### src/rtl/baccarat_datapath.sv
// Baccarat deal datapath: takes one-hot slot load commands from the game FSM and draws
// cards from a free-running rank generator into six hand registers. It computes both hand
// scores, the third-card draw decisions and the outcome, and flags illegal commands.
//
// Ports:
//   clk, rst_n               clock, asynchronous active-low reset
//   deal_player_card[2:0]    one-hot load of player slot 1/2/3
//   deal_dealer_card[2:0]    one-hot load of dealer slot 1/2/3
//   clear_hands              synchronous clear of all hands and cmd_error (beats loads)
//   pcard1..3, dcard1..3     card ranks, 0 = empty, 1..13 = A..K
//   pscore, dscore           hand scores 0..9 over all loaded cards
//   player_draw, dealer_draw third-card decisions
//   result_valid             hand complete; player_win / dealer_win valid (both low = tie)
//   cmd_error                sticky illegal-command flag
module baccarat_datapath #(
    parameter int unsigned NUM_RANKS = 13
) (
    input  logic       clk,
    input  logic       rst_n,
    input  logic [2:0] deal_player_card,
    input  logic [2:0] deal_dealer_card,
    input  logic       clear_hands,
    output logic [3:0] pcard1,
    output logic [3:0] pcard2,
    output logic [3:0] pcard3,
    output logic [3:0] dcard1,
    output logic [3:0] dcard2,
    output logic [3:0] dcard3,
    output logic [3:0] pscore,
    output logic [3:0] dscore,
    output logic       player_draw,
    output logic       dealer_draw,
    output logic       result_valid,
    output logic       player_win,
    output logic       dealer_win,
    output logic       cmd_error
);

    // Slots 0..2 are player cards 1..3, slots 3..5 are dealer cards 1..3.
    logic [5:0][3:0] card_q, card_d;
    logic [3:0]      gen_q, gen_d;
    logic            err_q, err_d;

    logic [5:0] cmd, empty, prev_empty, bad;
    logic       stage, illegal, natural, dealer_resolved;
    logic [3:0] p_two, d_two;
    logic [4:0] p3;

    function automatic logic [4:0] card_val(input logic [3:0] rank);
        return (rank >= 4'd1 && rank <= 4'd9) ? {1'b0, rank} : 5'd0;
    endfunction

    // Sums never exceed 27, so two subtraction steps cover the modulo.
    function automatic logic [3:0] mod10(input logic [4:0] s);
        logic [4:0] r;
        if (s >= 5'd20)      r = s - 5'd20;
        else if (s >= 5'd10) r = s - 5'd10;
        else                 r = s;
        return r[3:0];
    endfunction

    assign cmd = {deal_dealer_card, deal_player_card};

    always_comb begin
        for (int i = 0; i < 6; i++) empty[i] = (card_q[i] == 4'd0);
    end

    assign prev_empty = {empty[4], empty[3], 1'b0, empty[1], empty[0], 1'b0};
    assign stage      = ~empty[0] & ~empty[1] & ~empty[3] & ~empty[4];
    // Per-slot faults: occupied, predecessor empty, or third card before the two-card stage.
    assign bad        = cmd & (~empty | prev_empty | (6'b100100 & {6{~stage}}));
    assign illegal    = !$onehot(cmd) || (|bad);

    assign gen_d = (gen_q == 4'(NUM_RANKS)) ? 4'd1 : gen_q + 4'd1;

    always_comb begin
        card_d = card_q;
        err_d  = err_q;
        if (clear_hands) begin
            card_d = '0;
            err_d  = 1'b0;
        end else if (cmd != 6'd0) begin
            if (illegal) begin
                err_d = 1'b1;
            end else begin
                for (int i = 0; i < 6; i++) begin
                    if (cmd[i]) card_d[i] = gen_q;
                end
            end
        end
    end

    always_ff @(posedge clk or negedge rst_n) begin
        if (!rst_n) begin
            card_q <= '0;
            gen_q  <= 4'd1;
            err_q  <= 1'b0;
        end else begin
            card_q <= card_d;
            gen_q  <= gen_d;
            err_q  <= err_d;
        end
    end

    assign pscore = mod10(card_val(card_q[0]) + card_val(card_q[1]) + card_val(card_q[2]));
    assign dscore = mod10(card_val(card_q[3]) + card_val(card_q[4]) + card_val(card_q[5]));
    assign p_two  = mod10(card_val(card_q[0]) + card_val(card_q[1]));
    assign d_two  = mod10(card_val(card_q[3]) + card_val(card_q[4]));
    assign p3     = card_val(card_q[2]);

    assign natural     = stage && (p_two >= 4'd8 || d_two >= 4'd8);
    assign player_draw = stage && !natural && (p_two <= 4'd5);

    always_comb begin
        dealer_resolved = 1'b0;
        dealer_draw     = 1'b0;
        if (stage) begin
            if (natural) begin
                dealer_resolved = 1'b1;
            end else if (!player_draw) begin
                dealer_resolved = 1'b1;
                dealer_draw     = (d_two <= 4'd5);
            end else if (!empty[2]) begin
                // Player drew: decision depends on the player's third card value.
                dealer_resolved = 1'b1;
                case (d_two)
                    4'd0, 4'd1, 4'd2: dealer_draw = 1'b1;
                    4'd3:    dealer_draw = (p3 != 5'd8);
                    4'd4:    dealer_draw = (p3 >= 5'd2 && p3 <= 5'd7);
                    4'd5:    dealer_draw = (p3 >= 5'd4 && p3 <= 5'd7);
                    4'd6:    dealer_draw = (p3 >= 5'd6 && p3 <= 5'd7);
                    default: dealer_draw = 1'b0;
                endcase
            end
        end
    end

    assign result_valid = stage && (!player_draw || !empty[2]) && dealer_resolved &&
                          (!dealer_draw || !empty[5]);
    assign player_win   = result_valid && (pscore > dscore);
    assign dealer_win   = result_valid && (dscore > pscore);

    assign pcard1    = card_q[0];
    assign pcard2    = card_q[1];
    assign pcard3    = card_q[2];
    assign dcard1    = card_q[3];
    assign dcard2    = card_q[4];
    assign dcard3    = card_q[5];
    assign cmd_error = err_q;

endmodule

### config.mk
export PLATFORM = sky130hd
export DESIGN_NAME = baccarat_datapath
export DESIGN_NICKNAME = d
export VERILOG_FILES = /design/src/rtl/baccarat_datapath.sv
export SDC_FILE = /design/constraint.sdc
export NUM_CORES = 1
export LEC_CHECK = 0
export ABC_AREA = 1
export BUFFER_PORTS_ARGS = -buffer_cell sky130_fd_sc_hd__clkbuf_2
export CORE_ASPECT_RATIO = 0.9
export CORE_MARGIN = 2
export CORE_UTILIZATION = 40
export CTS_BUF_LIST = sky130_fd_sc_hd__clkbuf_4 sky130_fd_sc_hd__clkbuf_8
export DETAILED_ROUTE_END_ITERATION = 7
export PLACE_DENSITY = 0.67
export SYNTH_ARGS = -nofsm -noshare
export SYNTH_HDL_FRONTEND = slang
export SYNTH_SLANG_ARGS = --single-unit
### constraint.sdc
create_clock -name clk -period 5 [get_ports clk]
set_input_delay 1 -clock clk [delete_from_list [all_inputs] [get_ports clk]]
set_output_delay 1 -clock clk [all_outputs]
set_load 0.02 [all_outputs]
== Word level (Yosys, flattened, before mapping) ==
Index checks and enable logic that the tools add are counted.
Storage, ports and cells
  flip-flop bits (word level): 29
Operators by class
  $add $sub $neg: 18
  $lt $le $gt $ge: 30
  equal/unequal tests: 10
  mux-type cells: 36
  bitwise operators: 12
  reductions and logical operators: 52
Operator list (count)
  4-bit 2-to-1 mux: 21
  24-bit 2-to-1 mux: 3
  4-bit logical NOT: 7
  4-bit by 1-bit greater-or-equal comparator with 1-bit output, second input constant: 6
  4-bit <= comparator, second input constant: 6
  5-bit by 4-bit greater-or-equal comparator with 1-bit output, second input constant: 4
  5-bit greater-or-equal comparator, second input constant: 4
  3-bit AND reduction: 6
  1-bit logical AND: 17
  2-bit nonzero test: 8
  4-bit by 3-bit subtractor with 4-bit output, second input constant: 4
  4-bit subtractor, second input constant: 4
  4-bit by 3-bit == test with 1-bit output, second input constant: 3
  4-bit by 3-bit <= comparator with 1-bit output, second input constant: 3
  6-bit OR: 2
  1-bit 2-to-1 mux: 11
  4-bit by 4-bit adder with 5-bit output: 2
  5-bit by 4-bit adder with 5-bit output: 2
  4-bit by 2-bit == test with 1-bit output, second input constant: 2
  4-bit by 3-bit greater-or-equal comparator with 1-bit output, second input constant: 2
  4-bit greater-or-equal comparator, second input constant: 2
  4-bit greater-than comparator: 2
  1-bit by 1-bit adder with 2-bit output: 3
  6-bit AND: 1
  other kinds (19): 33

== Longest topological paths before layout ==
Gate-level depths: netlist of the first run.
  word-level depth: 20
  gate-level depth with buffers: 29
  mapped depth without buffers: 29

== Worst setup path before layout of the first run ==
No wires, ideal clock.
  kind: flip-flop to output port
  start point: reg card_q, in the netlist pcard2[2]
  end point: out dealer_win
  arrival time: 4346 ps
  setup slack: -346 ps
  stages on the path, launching flop included: 28
  buffers on the path: 0
  cell sequence: dfrtp_1 nor2_1 nor2_1 nor2_1 ha_1 inv_1 fa_1 inv_1 nand2_1 nand2_1 inv_1 ha_1 a21oi_1 nand2_1 xor2_1 inv_1 ha_1 nand2_1 nand3_1 nand2_1 inv_1 o21ai_0 inv_1 ha_1 o211ai_1 nand2_1 nand2_1 nor2_1
Between the ends
  elaborated cells on any way between the ends: 45
RTL lines
  from (decl): RTL line 40  | logic [5:0][3:0] card_q, card_d;
  from (signal assigned): RTL line 99  | card_q <= card_d;
  4-bit by 1-bit greater-or-equal comparator with 1-bit output / 4-bit <= comparator (equally long branches): RTL line 50  | return (rank >= 4'd1 && rank <= 4'd9) ? {1'b0, rank} : 5'd0;
  1-bit logical AND: RTL line 50
  4-bit 2-to-1 mux (*): RTL line 50
  4-bit by 4-bit adder with 5-bit output (*): RTL line 105  | assign pscore = mod10(card_val(card_q[0]) + card_val(card_q[1]) + card_val(card_q[2]));
  5-bit by 4-bit adder with 5-bit output (*): RTL line 105
  4-bit subtractor / 5-bit by 4-bit greater-or-equal comparator with 1-bit output (equally long branches): RTL line 57  | else if (s >= 5'd10) r = s - 5'd10;
  4-bit 2-to-1 mux: RTL line 57
  4-bit 2-to-1 mux (*): RTL line 56  | if (s >= 5'd20) r = s - 5'd20;
  net pscore[2]: RTL line 29  | output logic [3:0] pscore,
  4-bit greater-than comparator (*): RTL line 141  | assign dealer_win = result_valid && (dscore > pscore);
  1-bit logical AND (*): RTL line 141
  to (decl): RTL line 35  | output logic dealer_win,
Mark *: on every way through the listed nets, which the timed path passes. The rest lies on a longest branch.

== Worst setup path in the final report of the first run ==
  start point: reg card_q, in the netlist dcard2[2]
  end point: out dealer_win
Between the ends
  word-level cells in the longest chain between the ends: 20
  elaborated cells on any way between the ends: 53
Ends and longest elaborated chain
  4-bit by 1-bit greater-or-equal comparator with 1-bit output / 4-bit <= comparator (equally long branches): RTL line 50
  1-bit logical AND: RTL line 50
  4-bit 2-to-1 mux: RTL line 50
  4-bit by 4-bit adder with 5-bit output: RTL line 106, 108
  4-bit subtractor / 5-bit by 4-bit greater-or-equal comparator with 1-bit output (equally long branches): RTL line 57
  4-bit 2-to-1 mux: RTL line 57
  4-bit 2-to-1 mux: RTL line 56
  4-bit greater-or-equal comparator: RTL line 111  | assign natural = stage && (p_two >= 4'd8 || d_two >= 4'd8);
  [... 3 more ...]
  1-bit logical AND (2 in a row): RTL line 112  | assign player_draw = stage && !natural && (p_two <= 4'd5);
  1-bit 2-to-1 mux: RTL line 120  | end else if (!player_draw) begin
  1-bit 2-to-1 mux: RTL line 118  | if (natural) begin
  1-bit 2-to-1 mux: RTL line 117  | if (stage) begin
  1-bit logical NOT: RTL line 139  | (!dealer_draw || !empty[5]);
  1-bit logical OR: RTL line 139
  1-bit logical AND: RTL line 138  | assign result_valid = stage && (!player_draw || !empty[2]) && dealer_resolved &&
  1-bit logical AND (*): RTL line 141
Every way passes the cells marked *; elsewhere a longest branch is shown, timed or not.

==> flow_summary.ini, run 1 <==
[status]
status = complete, but fails checks
violations = negative setup slack

[die]
io_pins = 47
fp-row-count = 29
core_area_um2 = 7076
dieArea_um2 = 8050
die-height_um = 85.32
die_w_um = 94.36
start_util = 0.4154

[hold_path]
hold_path.class = reg2reg
hold-path-cell-count = 1

[timing]
slew_headroom = 0.5287
maxSlewViolCount = 0
period_share = 1.045
max_freq_mhz = 191.3
tightest_slew_ns = 0.7069
hold_viol = 0
whs_ns = 0.4763
setup_slack_ns = -0.2272
rsz0062_at_grt = yes
skew_ns = 0.002367
setup_viol = 2
post-route-min-period_ns = 5.227

[worst_setup_path]
critPathLaunchType = register
critPathKind = reg2out
critPathLaunch = dcard2[2]$_DFFE_PN0P_
crit_end = dealer_win
r2r-start = pcard1[1]$_DFFE_PN0P_
crit_path_end_kind = output port
r2r-end = pcard2[3]$_DFFE_PN0P_
reg2reg_depth = 12
ff2ff_setup_slack_ns = 2.79
cp.arrival_ns = 4.23
path_max_fanout = 2
crit_required_ns = 4.00

[grt]
grt_remaining_overflow = 0
grt_start_max_net_pins = 30
gr-usage-all-layers = 0.2006
grt_pass1_vias = 2882
antenna_found_initial = 0
grt_first_pass_wirelength_um = 12940

[clock_tree]
cts_sinks = 29
cts-buffers-inserted = 5
path_clk_slew_ns = 0.06
htreeDepth = 2
holdBufCountCts = 0
cts_tree = built
cts-root-buf = clkbuf_8
clockBufferDepth = 2
worstSkewPairLatency_ns = 0.28

[synth]
synth_most_common_cell = inv_1
synth.net_count = 470
netlist_area_um2 = 2939
synthArstFlopShare = 1.000
yosysTopAreaCell = dfrtp_1
synth-main-ff-cell = dfrtp_1
synthCells = 421
synth.avg_cell_area_um2 = 6.981
synth-seq-area-share = 0.2473
synth_edf_count = 0
synth.area.top_cells = dfrtp_1, ha_1, inv_1
synth.distinct_cells = 38
yosysWarnings = 0
yosysTopAreaCellShare = 0.2384
ys_ff_latch = 29
synth_common_cells = inv_1, nand2_1, nor2_1, o21ai_0, ha_1

[detailed_routing]
routed-via-count = 2978
wl_um = 7773
first_pass_iters = 4
vias_per_cell = 4.858
ant_nets = 0
dr.first_iter.drc_count = 109
wire_per_inst_um = 12.68
post-route-drc-count = 0

[placement]
place_area_um2 = 3456
dpl.hpwl_um = 5931
port_buffers = 46
globalplace.congestion = 0.8391

[flow_run]
maxCapViolations = 0

[power]
p_leak_nw = 2.105
p_per_area_nw_per_um2 = 385.7
ir_worst_vdd_uv = 150.1

[cells_and_area]
antenna_cells = 0
final_design_area_no_fill_um2 = 3970
final_nets = 568
layout-drive-gt1-share = 0.3635
fillers = 657
syn_to_final_growth_pct = 35.08
==> routing by layer <==
metal,vias to the layer above,global-route usage,share of wire
met5,-,0,0
met4,0,0.04875,0.012
met3,9,0.01954,0.034
met2,55,0.3623,0.51
met1,1377,0.2571,0.44
li1,1537,-,-
==> stage by stage <==
stage / utilization / instances / setup TNS, ns / power, mW / setup slack (ns)
after floorplan: - / 421 / 0 / 0.8480 / 0.009921
after global placement: 0.4884 / 576 / -0.003954 / 1.047 / -0.003954
after detailed placement: 0.4884 / 576 / -0.2792 / 1.076 / -0.1701
after CTS: 0.5447 / 605 / -0.1540 / 1.450 / -0.1170
after global routing: 0.5611 / 613 / -0.8207 / 1.660 / -0.4354
final: 0.5611 / 613 / -0.4108 / 1.531 / -0.2272
==> critical path, cell delays in order, from the launching register on <==
cell      delay [ns]
dfrtp_2         0.36
nor2_1          0.06
nor2_2          0.15
nor2_1          0.07
ha_2            0.20
fa_2            0.56
inv_2           0.05
fa_2            0.39
xnor2_2         0.16
buf_4           0.13
buf_4           0.12
ha_1            0.19
nand3_1         0.08
nand3_1         0.09
nand2_1         0.11
nand2_2         0.07
xor2_1          0.18
inv_2           0.08
ha_4            0.27
inv_2           0.03
nor2_1          0.07
o211ai_1        0.10
nand2_2         0.12
nand2_2         0.09
nor2_4          0.10
buf_8           0.11
==> sequential cells by signal (all words and copies together), names as in the netlist <==
name	flops
cmd_error	1
dcard1	4
dcard2	4
dcard3	4
gen_q	4
pcard1	4
pcard2	4
pcard3	4
==> repair_timing <==
item	4_1_cts	5_1_grt
pin swaps	24	21
buffers inserted	21	8
setup endpoints to repair	2	3
resized for setup	40	19
==> placed cells by master (no fill, tap or decap), types with 4 or more instances in the layout <==
cell type,count
a21oi_1,8
a21oi_2,5
buf_4,46
clkbuf_2,44
clkbuf_8,5
dfrtp_1,19
dfrtp_2,9
fa_2,4
ha_1,24
ha_2,4
ha_4,5
inv_1,77
inv_2,12
nand2_1,73
nand2_2,15
nand3_1,25
nand3_2,5
nor2_1,35
nor2_2,6
nor2_4,5
nor3_1,7
o21ai_0,40
o21ai_1,4
xnor2_2,4
==> cell type report <==
class                      instances  area, um2  area share
multi-input combinational        302       2100      0.5288
sequential                        29      738.2      0.1859
timing repair buffer              92      595.6      0.1500
inverter                          89      334.1     0.08415
tap                               93      116.4     0.02931
clock buffer                       6      76.32     0.01922
clock inverter                     2      10.01    0.002521
==> cell families (layout without fill, tap and decap cells) <==
family                     count (synthesis)  after routing  synth area share
adders and majority gates                 40             40            0.1882
DFF                                       29             29            0.2473
buffers and inverters                     90            189            0.1175
AOI/OAI and AO/OA                         72             72            0.1439
xor gates and xnor gates                   9              9           0.02938
and+or+nand+nor                          181            181            0.2737
==> where the power goes <==
part | total (mW) | leakage, nW | internal, mW | switching, mW
Sequential | 0.272 | 0.354 | 0.253 | 0.0187
Clock | 0.190 | 0.0484 | 0.102 | 0.0888
Combinational | 1.07 | 1.70 | 0.468 | 0.601
==> how the worst min path moves through the flow <==
stage	start	end	slack (ns)
finish	gen_q[1]$_DFF_PN0_	gen_q[0]$_DFF_PN1_	0.48
global route	gen_q[1]$_DFF_PN0_	gen_q[0]$_DFF_PN1_	0.51
CTS	gen_q[1]$_DFF_PN0_	gen_q[0]$_DFF_PN1_	0.47
detailed placement	gen_q[1]$_DFF_PN0_	gen_q[0]$_DFF_PN1_	0.45
global placement	gen_q[1]$_DFF_PN0_	gen_q[0]$_DFF_PN1_	0.44
floorplan	gen_q[1]$_DFF_PN0_	gen_q[0]$_DFF_PN1_	0.42
(Power assumes the default switching activity.)
==> run 2, diff against run 1 <==
SETUP_SLACK_MARGIN = 0.4   (was unset)
==> run 2 against run 1 <==
  * The run still ends with negative setup slack left
  * Via count down 0.37%
  * Global-route usage down 0.40 points
  * Fmax up 2.8%
  * Utilization up 3.0 points
  * Sequential power about the same
  * Combinational power up 7%
  * Flip-flop and latch count unchanged
  * Total power up 8.6%
  * Setup slack better by 0.14 ns
  * Critical endpoint unchanged
  * Largest power group unchanged
==> flow_summary.ini, run 2 (same netlist as run 1, synthesis figures left out) <==
[status]
status = complete, but fails checks
violations = negative setup slack

[cells_and_area]
final_nets = 565
final_cells = 610
antenna_cells = 0
final_design_area_no_fill_um2 = 4183
syn_to_final_growth_pct = 42.32
final_util = 0.5912
final_common_cell = inv_1
fillers = 649
layout_common_cells = inv_1, nand2_1, buf_4
layout-drive-gt1-share = 0.4197

[grt]
grt_first_pass_wirelength_um = 12770
antenna_found_initial = 0
grt_pass1_vias = 2813
gr-usage-all-layers = 0.1966
grt_remaining_overflow = 0
grt_start_max_net_pins = 30

[worst_setup_path]
crit_top_cell = nand2_2
critPathKind = reg2out
cpPeakStageDelay_ns = 0.46
critPathLaunchType = register
crit_required_ns = 4.00
crit_slowest_cell = fa_2
r2r-start = pcard1[1]$_DFFE_PN0P_
cp.buffers_inverters = 4
cp.depth = 25
crit_path_end_kind = output port
crit_family = adder cells
ff2ff_setup_slack_ns = 2.70
path_max_fanout = 4
r2r-end = pcard1[3]$_DFFE_PN0P_
reg2reg_depth = 14
cp.arrival_ns = 4.08
crit_end = dealer_win
critPathLaunch = dcard1[1]$_DFFE_PN0P_

[hold_path]
hold_path.class = reg2reg
hp-start = gen_q[1]$_DFF_PN0_

[detailed_routing]
ant_nets = 0
vias_per_cell = 4.864
dr.first_iter.drc_count = 104
post-route-drc-count = 0
wire_per_inst_um = 12.80
first_pass_iters = 4
routed-via-count = 2967
wl_um = 7810

[timing]
slew_headroom = 0.5175
skew_ns = 0.004365
period_share = 1.017
hold_viol = 0
maxSlewViolCount = 0
rsz0062_at_grt = yes
setup_slack_ns = -0.08423
tightest_slew_ns = 0.7238
post-route-min-period_ns = 5.084
max_freq_mhz = 196.7
setup_viol = 2

[clock_tree]
path_clk_slew_ns = 0.06
cts-root-buf = clkbuf_8
clockBufferDepth = 2
cts_sinks = 29
cts_tree = built
worstSkewPairLatency_ns = 0.28
htreeDepth = 2
cts-buffers-inserted = 5

[placement]
dpl.hpwl_um = 5690
placedCellCount = 568
globalplace.congestion = 0.7977
port_buffers = 46
place_area_um2 = 3468

[die]
start_util = 0.4154
die_w_um = 94.36
die-height_um = 85.32
io_pins = 47
dieArea_um2 = 8050
fp-row-count = 29
core_area_um2 = 7076

[flow_run]
maxCapViolations = 0

[power]
p_leak_nw = 2.111
power_mw = 1.664
p_per_area_nw_per_um2 = 397.8
ir_worst_vdd_uv = 217.9
## run 2: changes by cell type in the layout (fill, tap and decap cells not counted), sizes merged
cell	before	now
buf	48	49
bufinv	0	1
clkbuf	50	47
clkinv	2	0
## run 2: metrics by stage
stage | hold slack, ns | worst slack, ns | TNS [ns]
global placement | 0.4399 | 0.02545 | 0
CTS | 0.4603 | -0.1508 | -0.2318
floorplan | 0.4247 | 0.1516 | 0
global route | 0.5062 | -0.3092 | -0.5550
detailed placement | 0.4498 | -0.04432 | -0.07146
finish | 0.4599 | -0.08423 | -0.1182
## run 2: metal layers
layer / share of wire / global-route usage / vias up / wire (um)
li1: - / - / 1534 / -
met1: 0.47 / 0.2592 / 1368 / 3640
met2: 0.49 / 0.3494 / 57 / 3836
met3: 0.033 / 0.02309 / 8 / 255
met4: 0.010 / 0.03689 / 0 / 78
met5: 0 / 0 / - / 0
## run 2: repair_timing
action	4_1_cts	5_1_grt
hold buffers	0	0
setup buffers	25	9
resized for setup	32	63
cloned	0	0
pin swaps	29	38
setup endpoints to repair	2	9
## run 2: area by class of cell
class,count,area (um2),share of cell area
clock buffers,7,90.09,0.02154
inverters,89,334.1,0.07987
repair buffers,89,595.6,0.1424
flip-flops and latches,29,742.0,0.1774
clock inverters,1,30.03,0.007179
well taps,93,116.4,0.02782
multi-input cells,302,2275,0.5438
## run 2: worst min-delay path by stage
stage | endpoint | slack (ns) | cells after the start
4_1_cts | gen_q[0]$_DFF_PN1_ | 0.46 | 1
2_1_floorplan | gen_q[0]$_DFF_PN1_ | 0.42 | 1
5_1_grt | gen_q[0]$_DFF_PN1_ | 0.51 | 1
3_3_place_gp | gen_q[0]$_DFF_PN1_ | 0.44 | 1
6_report | gen_q[0]$_DFF_PN1_ | 0.46 | 1
3_5_place_dp | gen_q[0]$_DFF_PN1_ | 0.45 | 1
## run 2: where the power goes
part	internal (mW)	switching (mW)	total [mW]	leakage [nW]
logic	0.501	0.635	1.14	1.70
registers	0.254	0.0199	0.274	0.350
clock network	0.168	0.0862	0.254	0.0619
total	0.923	0.741	1.66	2.11
==> run 3, diff against run 2 <==
==> constraint.sdc (replaced) <==
create_clock -name clk -period 5 [get_ports clk]
set_input_delay 1 -clock clk [delete_from_list [all_inputs] [get_ports clk]]
set_output_delay 1 -clock clk [all_outputs]
set_load 0.1 [all_outputs]
==> run 3 against run 2 <==
  * The run still ends with negative setup slack left
  * Global-route usage up 1.3 points
  * Hold slack better by 0.020 ns
  * Utilization grew 5.7 points
  * Critical endpoint unchanged
  * Highest routed layer unchanged
==> flow_summary.ini, run 3 (same netlist as run 1, synthesis figures left out) <==
[detailed_routing]
wl_um = 8128
post-route-drc-count = 0
ant_nets = 0
dr.first_iter.drc_count = 112
vias_per_cell = 4.894
wire_per_inst_um = 12.90
first_pass_iters = 4
routed-via-count = 3083

[status]
violations = negative setup slack
status = complete, but fails checks

[clock_tree]
htreeDepth = 2
cts-root-buf = clkbuf_8
cts_tree = built
cts_sinks = 29
cts-buffers-inserted = 5
worstSkewPairLatency_ns = 0.28
clockBufferDepth = 2
path_clk_slew_ns = 0.06

[hold_path]
hp-start = gen_q[1]$_DFF_PN0_
hold_path.class = reg2reg

[placement]
globalplace.congestion = 0.8374
port_buffers = 46
placedCellCount = 583
place_ws_ns = -0.1625
dpl.hpwl_um = 6072

[power]
swShare = 0.5233
seqPwrFrac = 0.116
power_mw = 2.379
ir_worst_vdd_uv = 251.5
p_comb_frac = 0.778
p_leak_nw = 2.247
p_sw_mw = 1.245
clockPowerShare = 0.105
power.internal_mw = 1.134
p_per_area_nw_per_um2 = 518.6

[cells_and_area]
multi_input_comb_area_um2 = 2344
fillers = 610
antenna_cells = 0
syn_to_final_growth_pct = 56.07
final_nets = 585
seq_area_um2 = 777.0
final_cells = 630
final_util = 0.6483
layout_common_cells = inv_1, nand2_1, buf_4
layout-drive-gt1-share = 0.4600

[timing]
setup_viol = 3
rsz0062_at_grt = yes
tightest_slew_ns = 0.7282
slew_headroom = 0.5145
maxSlewViolCount = 0
tns_ns = -0.7488
period_share = 1.070
post-route-min-period_ns = 5.349
skew_ns = 0.009241
hold_viol = 0
setup_slack_ns = -0.3488
max_freq_mhz = 187.0

[worst_setup_path]
r2r-start = pcard1[2]$_DFFE_PN0P_
critPathLaunch = dcard1[2]$_DFFE_PN0P_
path_max_fanout = 3
crit_required_ns = 4.00
ff2ff_setup_slack_ns = 2.94
crit_path_end_kind = output port
critPathKind = reg2out
cp.arrival_ns = 4.35
critPathLaunchType = register

[grt]
grt_first_pass_wirelength_um = 13710
gr-usage-all-layers = 0.2100
grt_pass1_vias = 3098
grt_start_max_net_pins = 30
grt_remaining_overflow = 0
antenna_found_initial = 0

[die]
core_area_um2 = 7076
fp-row-count = 29
io_pins = 47
die_w_um = 94.36
dieArea_um2 = 8050
start_util = 0.4154
die-height_um = 85.32

[flow_run]
maxCapViolations = 0
-- run 3: worst paths after layout --
path                       depth (start not counted)               endpoint
min in group asynchronous                          1  pcard2[3]$_DFFE_PN0P_
min reg2reg                                        1     gen_q[0]$_DFF_PN1_
max in group asynchronous                          1  pcard1[2]$_DFFE_PN0P_
max                                               24             dealer_win
min                                                1     gen_q[0]$_DFF_PN1_
max reg2reg                                        9  dcard2[3]$_DFFE_PN0P_
-- run 3: worst max-delay path, stage by stage (launching register included) --
cell	delay, ns
dfrtp_4	0.44
nor2_4	0.05
nor2_4	0.15
nor2_2	0.06
ha_2	0.19
fa_2	0.59
inv_2	0.06
fa_2	0.39
xnor2_2	0.15
buf_4	0.14
ha_4	0.15
nand3_2	0.07
nand3_2	0.09
nand2_2	0.08
nand2_2	0.07
xor2_2	0.19
clkinvlp_4	0.17
ha_4	0.30
inv_2	0.03
nor2_2	0.07
o211ai_1	0.10
nand2_2	0.13
nand2_2	0.08
nor2_4	0.13
buf_12	0.18
-- run 3: cell type report --
class,count,share of cell area
Sequential cell,29,0.1694
Timing Repair Buffer,109,0.1929
Clock inverter,2,0.008183
Multi-Input combinational cell,302,0.5109
Tap cell,93,0.02537
Clock buffer,6,0.01800
Inverter,89,0.07529
-- run 3: per-layer routing --
layer | up-vias | part of all wire | wire [um] | GRT usage
met3 | 13 | 0.027 | 218 | 0.02220
met4 | 0 | 0.019 | 157 | 0.06851
li1 | 1571 | - | - | -
met2 | 59 | 0.52 | 4190 | 0.3721
met5 | - | 0 | 0 | 0
met1 | 1440 | 0.44 | 3562 | 0.2667
-- run 3: repair_timing --
action                                  4_1_cts  5_1_grt
hold endpoints to repair                      0        0
buffers inserted                             27       12
resized for setup                            74       48
endpoints found under the setup margin       10       11
pin swaps                                    25       22
hold buffers                                  0        0
-- run 3: power by group through the flow --
stage / combinational, mW / sequential (mW) / clock [mW]
global placement: 1.33 / 0.281 / 0
floorplan: 0.952 / 0.409 / 0
CTS: 1.63 / 0.278 / 0.258
detailed placement: 1.37 / 0.282 / 0
finish: 1.85 / 0.277 / 0.250
global route: 1.97 / 0.280 / 0.266
-- run 3: metrics by stage --
| step | cell area [um2] | hold slack [ns] |
|---|---|---|
| floorplan | 3149 | 0.4247 |
| global placement | 3695 | 0.4474 |
| detailed placement | 3695 | 0.4468 |
| CTS | 4334 | 0.4693 |
| global route | 4587 | 0.5262 |
| finish | 4587 | 0.4795 |
